<file path="config.mk">
export PLATFORM = sky130hd
export DESIGN_NAME = sc_udatapath_sequencer
export DESIGN_NICKNAME = d
export VERILOG_FILES = /design/src/rtl/sc_udatapath_sequencer.sv
export SDC_FILE = /design/constraint.sdc
export NUM_CORES = 1
export LEC_CHECK = 0
export BUFFER_PORTS_ARGS = -buffer_cell sky130_fd_sc_hd__buf_4
export CAP_MARGIN = 20
export CORE_UTILIZATION = 25
export CTS_CLUSTER_SIZE = 16
export DETAILED_ROUTE_END_ITERATION = 10
export MAX_ROUTING_LAYER = met4
export SLEW_MARGIN = 30
export SYNTH_ARGS = -nofsm -noshare
export SYNTH_HDL_FRONTEND = slang
export SYNTH_SLANG_ARGS = --single-unit
</file>
<file path="constraint.sdc">
create_clock -name SC_Seq_CLOCK_50 -period 4.4 [get_ports SC_Seq_CLOCK_50]
set_input_delay 0.44 -clock SC_Seq_CLOCK_50 [delete_from_list [all_inputs] [get_ports SC_Seq_CLOCK_50]]
set_output_delay 0.44 -clock SC_Seq_CLOCK_50 [all_outputs]
set_load 0.005 [all_outputs]
</file>
<file path="src/rtl/sc_udatapath_sequencer.sv">
// Micro-sequencer for the register-file/ALU datapath.
// Steps one register-transfer command through READ/EXEC/WRITE/DONE.
module sc_udatapath_sequencer #(
  parameter int NUM_REGS      = 8,
  parameter int REGADDR_WIDTH = 3,
  parameter int NUM_FIXED     = 2,
  parameter int OPCODE_WIDTH  = 4,
  parameter logic [OPCODE_WIDTH-1:0] OP_RESERVED = 4'hF,
  parameter int COUNT_WIDTH   = 8
) (
  input  logic                     SC_Seq_CLOCK_50,
  input  logic                     SC_RegFIXED_Reset_InHigh,
  input  logic                     cmd_valid,
  output logic                     cmd_ready,
  input  logic [REGADDR_WIDTH-1:0] cmd_srcA,
  input  logic [REGADDR_WIDTH-1:0] cmd_srcB,
  input  logic [REGADDR_WIDTH-1:0] cmd_dest,
  input  logic [OPCODE_WIDTH-1:0]  cmd_op,
  output logic [REGADDR_WIDTH-1:0] busA_sel,
  output logic [REGADDR_WIDTH-1:0] busB_sel,
  output logic [OPCODE_WIDTH-1:0]  alu_op,
  output logic [NUM_REGS-1:0]      load_en,
  output logic                     busy,
  output logic                     done,
  output logic                     error,
  output logic [COUNT_WIDTH-1:0]   cmd_count
);

  typedef enum logic [2:0] {
    S_IDLE,
    S_READ,
    S_EXEC,
    S_WRITE,
    S_DONE,
    S_ERROR
  } state_t;

  state_t state_q, state_d;

  logic [REGADDR_WIDTH-1:0] srcA_q, srcB_q, dest_q;
  logic [OPCODE_WIDTH-1:0]  op_q;
  logic [COUNT_WIDTH-1:0]   count_q;
  logic                     xfer;
  logic                     illegal;
  logic                     sel_on;
  logic                     op_on;

  assign cmd_ready = (state_q == S_IDLE) && !SC_RegFIXED_Reset_InHigh;
  assign xfer      = cmd_valid && cmd_ready;

  assign illegal = (32'(dest_q) < NUM_FIXED) ||
                   (32'(dest_q) >= NUM_REGS) ||
                   (op_q == OP_RESERVED);

  // State, captured command fields and completion counter
  always_ff @(posedge SC_Seq_CLOCK_50 or posedge SC_RegFIXED_Reset_InHigh) begin
    if (SC_RegFIXED_Reset_InHigh) begin
      state_q <= S_IDLE;
      srcA_q  <= '0;
      srcB_q  <= '0;
      dest_q  <= '0;
      op_q    <= '0;
      count_q <= '0;
    end else begin
      state_q <= state_d;
      if (xfer) begin
        srcA_q <= cmd_srcA;
        srcB_q <= cmd_srcB;
        dest_q <= cmd_dest;
        op_q   <= cmd_op;
      end
      if (state_q == S_WRITE) begin
        count_q <= count_q + 1'b1;
      end
    end
  end

  // Next-state sequencing
  always_comb begin
    state_d = state_q;
    unique case (state_q)
      S_IDLE:  if (xfer) state_d = S_READ;
      S_READ:  state_d = illegal ? S_ERROR : S_EXEC;
      S_EXEC:  state_d = S_WRITE;
      S_WRITE: state_d = S_DONE;
      S_DONE:  state_d = S_IDLE;
      S_ERROR: state_d = S_IDLE;
      default: state_d = S_IDLE;
    endcase
  end

  // Output decode from registered state and captured fields
  always_comb begin
    sel_on = 1'b0;
    op_on  = 1'b0;
    unique case (1'b1)
      (state_q == S_READ):  sel_on = 1'b1;
      (state_q == S_EXEC),
      (state_q == S_WRITE): begin
        sel_on = 1'b1;
        op_on  = 1'b1;
      end
      default: ;
    endcase
  end

  // One-hot load strobe for the destination during WRITE only
  always_comb begin
    load_en = '0;
    for (int i = 0; i < NUM_REGS; i++) begin
      load_en[i] = (state_q == S_WRITE) &&
                   (32'(dest_q) == i) &&
                   (i >= NUM_FIXED);
    end
  end

  assign busA_sel  = sel_on ? srcA_q : '0;
  assign busB_sel  = sel_on ? srcB_q : '0;
  assign alu_op    = op_on ? op_q : '0;
  assign busy      = (state_q != S_IDLE);
  assign done      = (state_q == S_DONE);
  assign error     = (state_q == S_ERROR);
  assign cmd_count = count_q;

endmodule

</file>
==> results_dict.tcl, run 1 <==
set metrics [dict create \
    status "finished, final reports clean" \
    clock.fmax_mhz 506 \
    final-setup-viol-count 0 \
    post_cts_buffers 0 \
    antenna_cells 0 \
    crit_chain "and3b_1 > nand2_1 > nor3b_1 > buf_4" \
    yosysMostFrequentCell "dfrtp_1" \
    rows 25 \
    synth_area_leaders "dfrtp_1 49%, mux2_4 12%, and2_1 6.1%" \
    slowest_delay_ns 0.47 \
    die_w_um 72.0 \
    ioPinCount 46 \
    wl_per_cell_um 11.4 \
    ys_types 31 \
    cts_tree "built" \
    clk_pin_slew_ns 0.09 \
    initialDrtViolationCount 27 \
    ant_nets 0 \
    cts_buffer_depth 2 \
    fp.dieH_um 72.0 \
    powerDensity_nw_per_um2 582 \
    layout-drive-gt1-share_pct 40.3 \
    p_leak_nw 0.827 \
    fin_util_pct 34.9 \
    clock_latency_ns 0.27 \
    drv_slew 0 \
    fin_ws_ns 2.42 \
    cts.htree.levels 1 \
    switching_power_uw 307 \
    grt_usage_pct 9.90 \
    crit_arrival_ns 1.54 \
    grt_max_degree 25 \
    seqPwrFrac_pct 41.8 \
    yosys_register_bits 24 \
    drc 0 \
    dp_slack_ns 2.69 \
    synth_top_cell_by_area "dfrtp_1" \
    endpoint_kind "primary output" \
    p_int_uw 651 \
    slowest_stage "dfrtp_1" \
    routabilityCongestion 0.687 \
    swShare_pct 32.1 \
    dr.pass1.iters 3 \
    avgSynthCellArea_um2 11.5 \
    dieArea_um2 5180 \
    grt_pass1_vias 807 \
    whs_ns 0.214 \
    finalNetCount 167 \
    ys_seq_area_share_pct 49.1 \
    worstMarginPinSlew_ns 0.521 \
    rsz0062_at_grt "no" \
    synth-async-reset-ratio_pct 100 \
    clockPowerShare_pct 15.9 \
    fillerInstances 495 \
    fin_setup_tns_ns 0 \
    finalHoldViolations 0 \
    num_vias 889 \
    comb_power_share_pct 42.3 \
    vias_per_cell 4.12 \
    netlist_area_um2 1220 \
    slew_headroom_pct 65.2 \
    crit_fanout 10 \
    synth_edf_count 0 \
    cp-start-kind "register" \
    area_growth_pct 34.7 \
    grt_antenna_before_repair 0 \
    core_um2 4720 \
    peakVddDrop_v 0.000194 \
    gr-total-overflow 0 \
    hpwlAfterDp_um 1830 \
    fin_area_um2 1650 \
    port_buffers 43 \
    hold_class "in2async" \
    critical_path_required_ns 3.96 \
    yosys_warnings 0 \
    hold_buffers 0 \
    dpl-instance-area_um2 1590 \
    synth_common_cells "24 x dfrtp_1, 12 x and2_1, 10 x mux2_4" \
    root_buffer "clkbuf_8" \
    synth_cells 106 \
    finalCritPeriodShare_pct 44.9 \
    clock_sinks 24 \
    start_util_pct 25.9 \
    yosysTopAreaCellShare_pct 49.1 \
    grt_pass1_wl_um 3860 \
    post-route-min-period_ns 1.98 \
    wl_um 2460 \
    cts_resized 0 \
    clock_skew_ns 0.00524 \
    max_cap_violations 0 \
    cts_buffers 3 \
    synth_flop_cell "dfrtp_1" \
    critPathKind "reg2out" \
]
-- state kept, by name, indices dropped and copies added, names as in the netlist --
name	flops
state_q	3
op_q	4
cmd_count	8
srcA_q	3
dest_q	3
srcB_q	3
-- final timing paths --
kind	start	to	slack, ns	cells after the start
min	SC_RegFIXED_Reset_InHigh	state_q[0]	0.21	2
max	state_q[2]	load_en[3]	2.42	4
min in group SC_Seq_CLOCK_50	cmd_srcA[0]	srcA_q[0]	0.38	2
min reg2reg	cmd_count[7]	cmd_count[7]	0.47	1
max reg2reg	state_q[2]	srcB_q[1]	2.77	3
max in group asynchronous	SC_RegFIXED_Reset_InHigh	op_q[3]	3.83	2
-- routing by layer --
| layer | GRT usage (%) | wire length, um | vias to the layer above |
|---|---|---|---|
| met3 | 3.06 | 127 | 4 |
| li1 | - | - | 438 |
| met5 | - | 0 | - |
| met2 | 16.4 | 1160 | 24 |
| met4 | 1.96 | 17 | 0 |
| met1 | 12.0 | 1160 | 423 |
-- critical path: cells and delay by family (launching register included) --
family	cells	cell delay, ns
flops	1	0.47
simple gates	3	0.67
buf+inv	1	0.14
-- metrics by stage --
step / cells / power [mW]
after floorplan: 107 / 0.653
after global placement: 212 / 0.816
after detailed placement: 212 / 0.818
after CTS: 216 / 0.975
after global routing: 216 / 1.03
final: 216 / 0.959
-- layout make-up --
class / count / area, um2 / share of cell area [%]
sequential: 24 / 601 / 36.4
multi-input combinational: 77 / 582 / 35.3
timing repair buffer: 43 / 323 / 19.6
tap: 67 / 83.8 / 5.09
clock buffer: 4 / 55.1 / 3.34
inverter: 1 / 3.75 / 0.228
-- cells in the final DEF, fill, tap and decap left out --
cell      count
and3_1        1
o21ai_0       1
nand3b_1      1
dfrtp_1      24
xnor2_1       4
ha_1          1
a21oi_1       2
nand4_1       3
o21bai_1      1
nand2_1       7
and2b_1       1
inv_2         1
or3_4         1
conb_1        2
nor2_1        7
nand3_1       1
and2_1       12
and4_1        1
clkbuf_8      4
buf_4        43
and3b_1       1
or3b_1        1
mux2_1        3
xor2_1        3
nor2b_1       2
nand2b_4      1
mux2_4       10
nor3b_1       2
nand2b_1      2
nor3_1        6
-- kinds of logic after synthesis --
kind of cell             share of synthesized area [%]
flip-flops                                        49.1
adder cells (fa/ha/maj)                           1.02
multiplexers                                      15.0
AND/OR/NAND/NOR                                   24.0
other                                            0.306
buffers and inverters                             3.68
XOR/XNOR                                          5.01
AO/OA/AOI/OAI                                     1.84
-- power by group through the flow --
stage | Clock [mW] | Combinational (mW) | Sequential [mW]
after floorplan | 0 | 0.285 | 0.368
after global placement | 0 | 0.413 | 0.402
after detailed placement | 0 | 0.414 | 0.404
after CTS | 0.159 | 0.415 | 0.400
after global routing | 0.167 | 0.444 | 0.418
final | 0.152 | 0.406 | 0.401
Note: power is estimated with default switching activity, not from simulation.
==> run 2, diff against run 1 <==
clock period = 1.61 ns   (was 4.4 ns; I/O delays follow)
==> run 2 against run 1 <==
Die area is the same; clock power grew to 3.4 times the previous value; global-route usage grew 0.38 points; total power grew to 3.0 times the previous value; register-to-register slack lost 2.8 ns; hold slack lost 0.11 ns; combinational power grew to 3.3 times the previous value; largest cell class is now multi-input gates.
==> results_dict.tcl, run 2 (synthesis gave the netlist of run 1 again) <==
set metrics [dict create \
    status "finished, final reports clean" \
    critPathKind "reg2out" \
    root_buffer "clkbuf_8" \
    final-setup-viol-count 0 \
    worstReg2RegEnd "srcA_q[0]" \
    finalCritPeriodShare_pct 99.0 \
    dp_slack_ns 0.116 \
    grt.met1_usage_pct 11.4 \
    hpwlAfterDp_um 1890 \
    crit_chain "buf_6 > and3b_1 > nand2_2 > nor3b_2 > buf_4" \
    placed_cells 217 \
    wl_um 2590 \
    max_cap_violations 0 \
    layout.cells.non_filler 228 \
    hp-start "cmd_srcB[1]" \
    hold_class "in2reg" \
    dr.pass1.iters 4 \
    busiest_layer "met2" \
    core_um2 4720 \
    powerDensity_nw_per_um2 1640 \
    hold_path_depth 2 \
    crit_arrival_ns 1.43 \
    grt_pass1_vias 930 \
    critical_path_required_ns 1.45 \
    die_w_um 72.0 \
    grt_use_met2_pct 18.1 \
    final_common_cell "buf_4" \
    fin_util_pct 37.7 \
    post-route-min-period_ns 1.59 \
    use_met3_pct 2.22 \
    layout-drive-gt1-share_pct 45.3 \
    slowest_stage "dfrtp_1" \
    start_util_pct 25.9 \
    cts_tree "built" \
    clk_pin_slew_ns 0.09 \
    fillerInstances 469 \
    cts_buffer_depth 2 \
    worstHoldEndpoint "srcB_q[1]" \
    fin_ws_ns 0.0153 \
    wl_per_cell_um 11.3 \
    clock_skew_ns 0.00631 \
    crit_fanout 7 \
    routabilityCongestion 0.688 \
    cp-start-kind "register" \
    worstReg2RegStart "state_q[2]" \
    r2r_setup_slack_ns 0.02 \
    clock.fmax_mhz 627 \
    cts_buffers 3 \
    port_buffers 43 \
    clock_sinks 24 \
    final_cell_mix "52 x buf_4, 24 x dfrtp_1, 12 x and2_1" \
    largest_reg_flops 8 \
    drc 0 \
    p_leak_nw 0.900 \
    grt_pass1_wl_um 3970 \
    endpoint_kind "primary output" \
    ant_nets 0 \
    grt_max_degree 25 \
    num_vias 935 \
    gr-total-overflow 0 \
    power.total_mw 2.91 \
    antenna_cells 0 \
    initialDrtViolationCount 31 \
    vias_per_cell 4.10 \
    grt_antenna_before_repair 0 \
    cts.htree.levels 1 \
    dieArea_um2 5180 \
    drv_slew 0 \
    ioPinCount 46 \
    fp.dieH_um 72.0 \
    slowest_delay_ns 0.40 \
    clock_latency_ns 0.26 \
    dpl-instance-area_um2 1630 \
    finalNetCount 179 \
    fin_area_um2 1780 \
    rows 25 \
    peakVddDrop_v 0.000543 \
    area_growth_pct 45.4 \
    r2r_cells 4 \
    grt_usage_pct 10.3 \
    finalHoldViolations 0 \
    rsz0062_at_grt "yes" \
]
run 2: changes by cell type in the layout (fill, tap and decap cells not counted), sizes merged:
cell	change
clkbuf	-1
buf	+10
bufinv	+1
nand2b	+1
dlygate4sd3	+1
run 2: power by group:
group / total (mW) / leakage, nW / switching (mW) / internal (mW)
clock network: 0.519 / 0.0357 / 0.187 / 0.332
logic: 1.34 / 0.564 / 0.491 / 0.847
registers: 1.05 / 0.300 / 0.208 / 0.845
run 2: how the worst max path moves through the flow:
stage | startpoint | endpoint | slack, ns
4_1_cts | state_q[2] | load_en[3] | 0.004
2_1_floorplan | state_q[2] | dest_q[0] | 0.02
3_3_place_gp | state_q[2] | srcA_q[0] | 0.13
3_5_place_dp | state_q[2] | srcA_q[0] | 0.12
6_report | state_q[2] | load_en[3] | 0.02
5_1_grt | state_q[2] | load_en[3] | -0.06
run 2: per-stage QoR:
stage / setup TNS, ns / hold WS [ns]
finish: 0 / 0.104
global route: -0.587 / 0.0983
CTS: 0 / 0.105
detailed placement: 0 / 0.247
floorplan: 0 / 0.176
global placement: 0 / 0.246
run 2: final cells by class:
| type | instances | area, um2 | area share [%] |
|---|---|---|---|
| sequential | 24 | 601 | 33.8 |
| clock inverter | 1 | 30.0 | 1.69 |
| clock buffer | 3 | 41.3 | 2.32 |
| inverter | 1 | 3.75 | 0.211 |
| tap | 67 | 83.8 | 4.71 |
| multi-input combinational | 78 | 608 | 34.2 |
| timing repair buffer | 54 | 412 | 23.1 |
run 2: worst max-delay path: cells and delay by family, from the launching register on:
family | cells | cell delay, ns
buf+inv | 2 | 0.25
simple gates | 3 | 0.51
flops | 1 | 0.40
run 2: per-layer routing:
layer / wire (um) / vias to the layer above
met5: 0 / -
met4: 35 / 0
met3: 101 / 4
met2: 1350 / 24
met1: 1100 / 438
li1: - / 469
run 2: what timing repair did:
item	CTS	global route
setup buffers	3	2
hold buffers	1	0
pin swaps	1	2
endpoints found under the setup margin	4	12
resized for setup	3	2
cloned	0	1
hold endpoints to repair	24	0
